`src/rtl/cpu_io_pkg.sv`:
```
// Shared constants and types for the CPU output serializer.
// Build option: CPU_OUT_FRAME_EN (consumed by cpu_out_serializer).
package cpu_io_pkg;

   localparam int CPU_WIDTH  = 36;
   localparam int BYTE_WIDTH = 8;

   function automatic int calc_nbytes(input int width, input int byte_width);
      return (width + byte_width - 1) / byte_width;
   endfunction

   localparam int         NBYTES       = calc_nbytes(CPU_WIDTH, BYTE_WIDTH);
   localparam logic [7:0] FRAME_HEADER = 8'hA5;

   typedef enum logic {IDLE, SEND} ser_state_e;

endpackage

```
`src/rtl/io_sync_fifo.sv`:
```
// Synchronous FIFO with registered occupancy count and sticky overflow flag.
// A push while full is dropped even if a pop happens on the same edge.
module io_sync_fifo
   import cpu_io_pkg::*;
#(
   parameter int WIDTH    = 36,
   parameter int DEPTH    = 8,
   parameter int PTRWIDTH = 3
) (
   input  logic                clock,
   input  logic                reset,
   input  logic                i_push,
   input  logic [WIDTH-1:0]    i_data,
   input  logic                i_pop,
   output logic [WIDTH-1:0]    o_head,
   output logic [PTRWIDTH:0]   o_count,
   output logic                o_overflow
);

   localparam int CW = PTRWIDTH + 1;

   logic [WIDTH-1:0]    r_mem [DEPTH];
   logic [PTRWIDTH-1:0] r_wr_ptr;
   logic [PTRWIDTH-1:0] r_rd_ptr;
   logic [CW-1:0]       r_count;
   logic                r_overflow;

   logic w_full;
   logic w_do_push;
   logic w_do_pop;

   assign w_full    = (r_count == CW'(DEPTH));
   assign w_do_push = i_push & ~w_full;
   assign w_do_pop  = i_pop & (r_count != '0);

   always_ff @(posedge clock) begin
      // NOTE: sequential state is written with non-blocking assignments only.
      if (reset) begin
         r_wr_ptr   <= '0;
         r_rd_ptr   <= '0;
         r_count    <= '0;
         r_overflow <= 1'b0;
      end else begin
         if (w_do_push) r_wr_ptr <= r_wr_ptr + PTRWIDTH'(1);
         if (w_do_pop)  r_rd_ptr <= r_rd_ptr + PTRWIDTH'(1);
         case ({w_do_push, w_do_pop})
            2'b10:   r_count <= r_count + CW'(1);
            2'b01:   r_count <= r_count - CW'(1);
            default: r_count <= r_count;
         endcase
         if (i_push && w_full) r_overflow <= 1'b1;
      end
   end

   // NOTE: storage is not reset; an entry is only read after it has been written.
   always_ff @(posedge clock) begin
      if (w_do_push) r_mem[r_wr_ptr] <= i_data;
   end

   assign o_head     = r_mem[r_rd_ptr];
   assign o_count    = r_count;
   assign o_overflow = r_overflow;

endmodule

```
`src/rtl/cpu_out_serializer.sv`:
```
// Buffers CPU OUT words and streams them LSB-first as bytes over valid/ready.
// Build option: define CPU_OUT_FRAME_EN to prefix each word with header byte 0xA5.
module cpu_out_serializer
   import cpu_io_pkg::*;
#(
   parameter int WIDTH     = 36,
   parameter int DEPTH     = 8,
   parameter int PTRWIDTH  = 3,
   parameter int BYTEWIDTH = 8
) (
   input  logic                 clock,
   input  logic                 reset,
   input  logic                 outFlag,
   input  logic [WIDTH-1:0]     out,
   input  logic                 byteReady,
   output logic                 byteValid,
   output logic [BYTEWIDTH-1:0] byteOut,
   output logic                 byteLast,
   output logic [PTRWIDTH:0]    fifoCount,
   output logic                 overflow
);

   localparam int NB = calc_nbytes(WIDTH, BYTEWIDTH);
   localparam int SW = NB * BYTEWIDTH;
`ifdef CPU_OUT_FRAME_EN
   localparam int LAST_IDX = NB;
`else
   localparam int LAST_IDX = NB - 1;
`endif
   localparam int IDXW = $clog2(LAST_IDX + 1);

   ser_state_e       r_state;
   logic [SW-1:0]    r_shift;
   logic [IDXW-1:0]  r_idx;

   ser_state_e       w_state_nxt;
   logic [SW-1:0]    w_shift_nxt;
   logic [IDXW-1:0]  w_idx_nxt;
   logic             w_pop;
   logic [WIDTH-1:0] w_head;
   logic [SW-1:0]    w_head_ext;
   logic [PTRWIDTH:0] w_count;
   logic             w_overflow;
   logic             w_last;
   logic             w_hdr;

   io_sync_fifo #(
      .WIDTH    (WIDTH),
      .DEPTH    (DEPTH),
      .PTRWIDTH (PTRWIDTH)
   ) u_fifo (
      .clock      (clock),
      .reset      (reset),
      .i_push     (outFlag),
      .i_data     (out),
      .i_pop      (w_pop),
      .o_head     (w_head),
      .o_count    (w_count),
      .o_overflow (w_overflow)
   );

   assign w_head_ext = SW'(w_head);
   assign w_last     = (r_idx == IDXW'(LAST_IDX));
`ifdef CPU_OUT_FRAME_EN
   assign w_hdr = (r_idx == '0);
`else
   assign w_hdr = 1'b0;
`endif

   always_ff @(posedge clock) begin
      if (reset) begin
         r_state <= IDLE;
         r_shift <= '0;
         r_idx   <= '0;
      end else begin
         r_state <= w_state_nxt;
         r_shift <= w_shift_nxt;
         r_idx   <= w_idx_nxt;
      end
   end

   always_comb begin
      // NOTE: every combinational output is defaulted first so no latch is inferred.
      w_state_nxt = r_state;
      w_shift_nxt = r_shift;
      w_idx_nxt   = r_idx;
      w_pop       = 1'b0;
      byteValid   = 1'b0;
      byteOut     = '0;
      byteLast    = 1'b0;
      case (r_state)
         IDLE: begin
            if (w_count != '0) begin
               w_pop       = 1'b1;
               w_shift_nxt = w_head_ext;
               w_idx_nxt   = '0;
               w_state_nxt = SEND;
            end
         end
         SEND: begin
            byteValid = 1'b1;
            byteOut   = w_hdr ? BYTEWIDTH'(FRAME_HEADER) : r_shift[BYTEWIDTH-1:0];
            byteLast  = w_last;
            if (byteReady) begin
               if (w_last) begin
                  // Chain straight into the next word so there is no idle bubble.
                  if (w_count != '0) begin
                     w_pop       = 1'b1;
                     w_shift_nxt = w_head_ext;
                     w_idx_nxt   = '0;
                  end else begin
                     w_state_nxt = IDLE;
                  end
               end else begin
                  w_idx_nxt = r_idx + IDXW'(1);
                  if (!w_hdr) w_shift_nxt = r_shift >> BYTEWIDTH;
               end
            end
         end
         default: w_state_nxt = IDLE;
      endcase
   end

   assign fifoCount = w_count;
   assign overflow  = w_overflow;

endmodule

```
`config.mk`:
```
export PLATFORM = sky130hd
export DESIGN_NAME = cpu_out_serializer
export DESIGN_NICKNAME = d
export VERILOG_FILES = /design/src/rtl/cpu_io_pkg.sv /design/src/rtl/io_sync_fifo.sv /design/src/rtl/cpu_out_serializer.sv
export SDC_FILE = /design/constraint.sdc
export NUM_CORES = 1
export LEC_CHECK = 0
export ABC_CLOCK_PERIOD_IN_PS = 5400
export CAP_MARGIN = 20
export CORE_MARGIN = 8
export CORE_UTILIZATION = 31
export DETAILED_ROUTE_END_ITERATION = 6
export PLACE_DENSITY_LB_ADDON = 0.2
export SYNTH_ARGS = -nofsm -noshare
export SYNTH_HDL_FRONTEND = slang
export SYNTH_SLANG_ARGS = --single-unit
```
`constraint.sdc`:
```
create_clock -name clock -period 5.4 [get_ports clock]
set_input_delay 0.81 -clock clock [delete_from_list [all_inputs] [get_ports clock]]
set_output_delay 0.81 -clock clock [all_outputs]
set_load 0.02 [all_outputs]
```
==> run metrics <==
vias in the first global route=6,761; RSZ-0062 raised after global routing=false; Final ANT Viol Nets=0; CTS root buffer=clkbuf_16; maximum clock rate=0.297 GHz; status=finished, final reports clean; CTS tree=built; Post-Syn Area per Cell=approximately 20 um2; PortBufs=54; final setup vio count=0; CTS clk-pin slew, worst paths=0.06 ns; sequential area share after synthesis=0.736; H-tree levels=2; ys async rst share=0; Die ar.=49,900 um2; sequential power share=0.466; Setup Slack @ Placement=approximately 1.8 ns; area share of the largest cell type after synthesis=0.649; worst-path fanout max=20; Critical Path RT=5.85 ns; Initial DRC Count=377; area leader, netlist=edfxtp_1; commonest non-fill, non-tap cell in the layout=edfxtp_1; GRT Total Usage=0.116; max_slew headroom=0.292; Mapped Cells=685; CTS max path bufs=3; worst vdd ir=204 uV; CORE AREA=42,800 um2; Leak=4.90 nW; number of diodes=0; Final WS setup=between 2 and 2.5 ns; Synth area leaders=edfxtp_1, mux4_2, dfxtp_1; share of cells above drive strength 1=0.218; total power=7.34 mW; layout net count=~800; Yosys Warn Count=0; drt wl/cell=roughly 22 um; power per cell area=467 nW/um2; Comb power frac=0.193; max_cap viols=0; min Tclk post-route=3.36 ns; Area growth syn-to-layout=17.8%; DP HPWL=16,900 um; critical path arrival=roughly 3.8 ns; Switching Fraction=0.274; worst min path class=register to register; final wirelength=29,300 um; Resized Gates After CTS=0; CP Class=register to register; global-route wire length before repair=approximately 44,000 um; setup tns final=0 ns; final period utilization=0.623; Slew @ Worst Pin=between 1 and 1.5 ns; fillcell total=3,957; cell-internal power=between 5 and 6 mW; Post-CTS Setup Inserts=0; CTS Hold Bufs=0; Rows=76; clock share of power=0.341; number of synthesized flops with an enable pin=around 290; number of top-level pins=55; Startpoint Class=register; residual DRC count=0; Avg Vias per Cell=4.88; Starting Density=0.311; Clock Latency Late Sink=approximately 0.52 ns; Main synth FF type=edfxtp_1; largest net degree at the start of global routing=41; Num CTS Buffers=38; grt total ovfl=0; Sink Count=346; initial antenna violation count=3; Worst Clk Skew=0.0160 ns; Slew Viols, Final=0; Pre-antenna DRT Iters=4; routability cong.=0.766; Synth Register Bits=346; placed cells=1,261; die width=between 200 and 250 um; syn_nets=732; die height=between 200 and 250 um; Worst setup EP type=register; most frequent cells in the layout=edfxtp_1, mux4_2, dfxtp_1; synth unique cells=53; Non-Filler Instances=1,331; CP cell instances=a21boi_1 > nor3_4 > ha_1 > xor2_1 > ha_1 > a21oi_1 > xor2_1 > or3_1 > a21oi_1; Psw=around 2.0 mW; via count=between 6,000 and 7,000; Final Hold Fails=0; Synth Cell Area=between 10,000 and 15,000 um2; slowest stage delay, CP=0.93 ns; Critical Path Slowest Stage Cell=a21boi_1
[cell type report]
| class | instances | area (um2) | area share |
|---|---|---|---|
| clock buffers | 52 | 1090 | 0.0692 |
| clock inverters | 18 | 136 | 0.00869 |
| well taps | 546 | 683 | 0.0435 |
| flip-flops and latches | 346 | 9820 | 0.625 |
| inverters | 4 | 15.0 | 0.000956 |
| multi-input cells | 295 | 3300 | 0.210 |
| repair buffers | 70 | 661 | 0.0421 |
[cell usage after synthesis (all sizes together), types with 5 or more instances]
library cell / number
edfxtp: 288
mux4: 72
dfxtp: 58
nor2: 33
buf: 32
mux2i: 31
a21oi: 22
o21ai: 14
a221o: 10
nand2: 10
and2: 9
a22oi: 8
clkbuf: 8
o22ai: 8
a221oi: 7
ha: 7
o221ai: 7
mux2: 6
nand3: 6
xor2: 6
and3: 5
nor3: 5
[registers in the layout (all words and copies together), names as in the netlist, named ones only]
signal,cells
r_state,1
u_fifo.r_rd_ptr,3
u_fifo.r_mem,288
u_fifo.r_wr_ptr,3
u_fifo.o_count,4
u_fifo.o_overflow,1
r_shift,40
r_idx,3
[final timing paths]
path	startpoint	to	slack, ns	depth (start not counted)
worst min-delay path	r_shift[33]$_SDFFE_PP0P_	r_shift[33]$_SDFFE_PP0P_	0.47	1
worst max register to register	r_state$_SDFF_PP0_	u_fifo.o_count[2]$_SDFFE_PP0P_	2.04	9
worst max-delay path	r_state$_SDFF_PP0_	u_fifo.o_count[2]$_SDFFE_PP0P_	2.04	9
worst min register to register	r_shift[33]$_SDFFE_PP0P_	r_shift[33]$_SDFFE_PP0P_	0.47	1
[metal layers]
layer  share of wire  track usage  up-vias
met4           0.019       0.0336        6
met5          0.0013            0        -
li1                -            -     2947
met2            0.48        0.190      128
met3           0.052       0.0265       46
met1            0.44        0.153     3372
[metrics by stage]
| step | utilization | cell area (um2) | hold WS (ns) |
|---|---|---|---|
| 2_1_floorplan | - | 13300 | 0.432 |
| 3_3_place_gp | 0.338 | 14500 | 0.448 |
| 3_5_place_dp | 0.338 | 14500 | 0.456 |
| 4_1_cts | 0.367 | 15700 | 0.472 |
| 5_1_grt | 0.367 | 15700 | 0.486 |
| 6_report | 0.367 | 15700 | 0.471 |
[power by group through the flow]
| stage | combinational [mW] | clock (mW) | sequential, mW |
|---|---|---|---|
| 6_report | 1.42 | 2.50 | 3.42 |
| 5_1_grt | 1.54 | 2.67 | 3.46 |
| 4_1_cts | 1.45 | 2.57 | 3.43 |
| 3_5_place_dp | 1.45 | 0 | 3.48 |
| 3_3_place_gp | 1.45 | 0 | 3.48 |
| 2_1_floorplan | 1.13 | 0 | 3.35 |
[critical path: cells and delay by family, from the launching register on]
family | cells | cell delay (ns)
AO/OA/AOI/OAI | 3 | 1.21
flip-flops | 1 | 0.75
adder cells (fa/ha/maj) | 2 | 0.55
AND/OR/NAND/NOR | 2 | 0.53
XOR/XNOR | 2 | 0.25
[logic make-up after synthesis]
kind of cell,after synthesis,synth area share
AOI/OAI and AO/OA,87,0.0471
muxes,109,0.150
buffers and inverters,44,0.0200
xor gates and xnor gates,7,0.00460
adders and majority gates,7,0.00657
and+or+nand+nor,85,0.0357
DFF,346,0.736
Power figures use the tool's default switching activity.
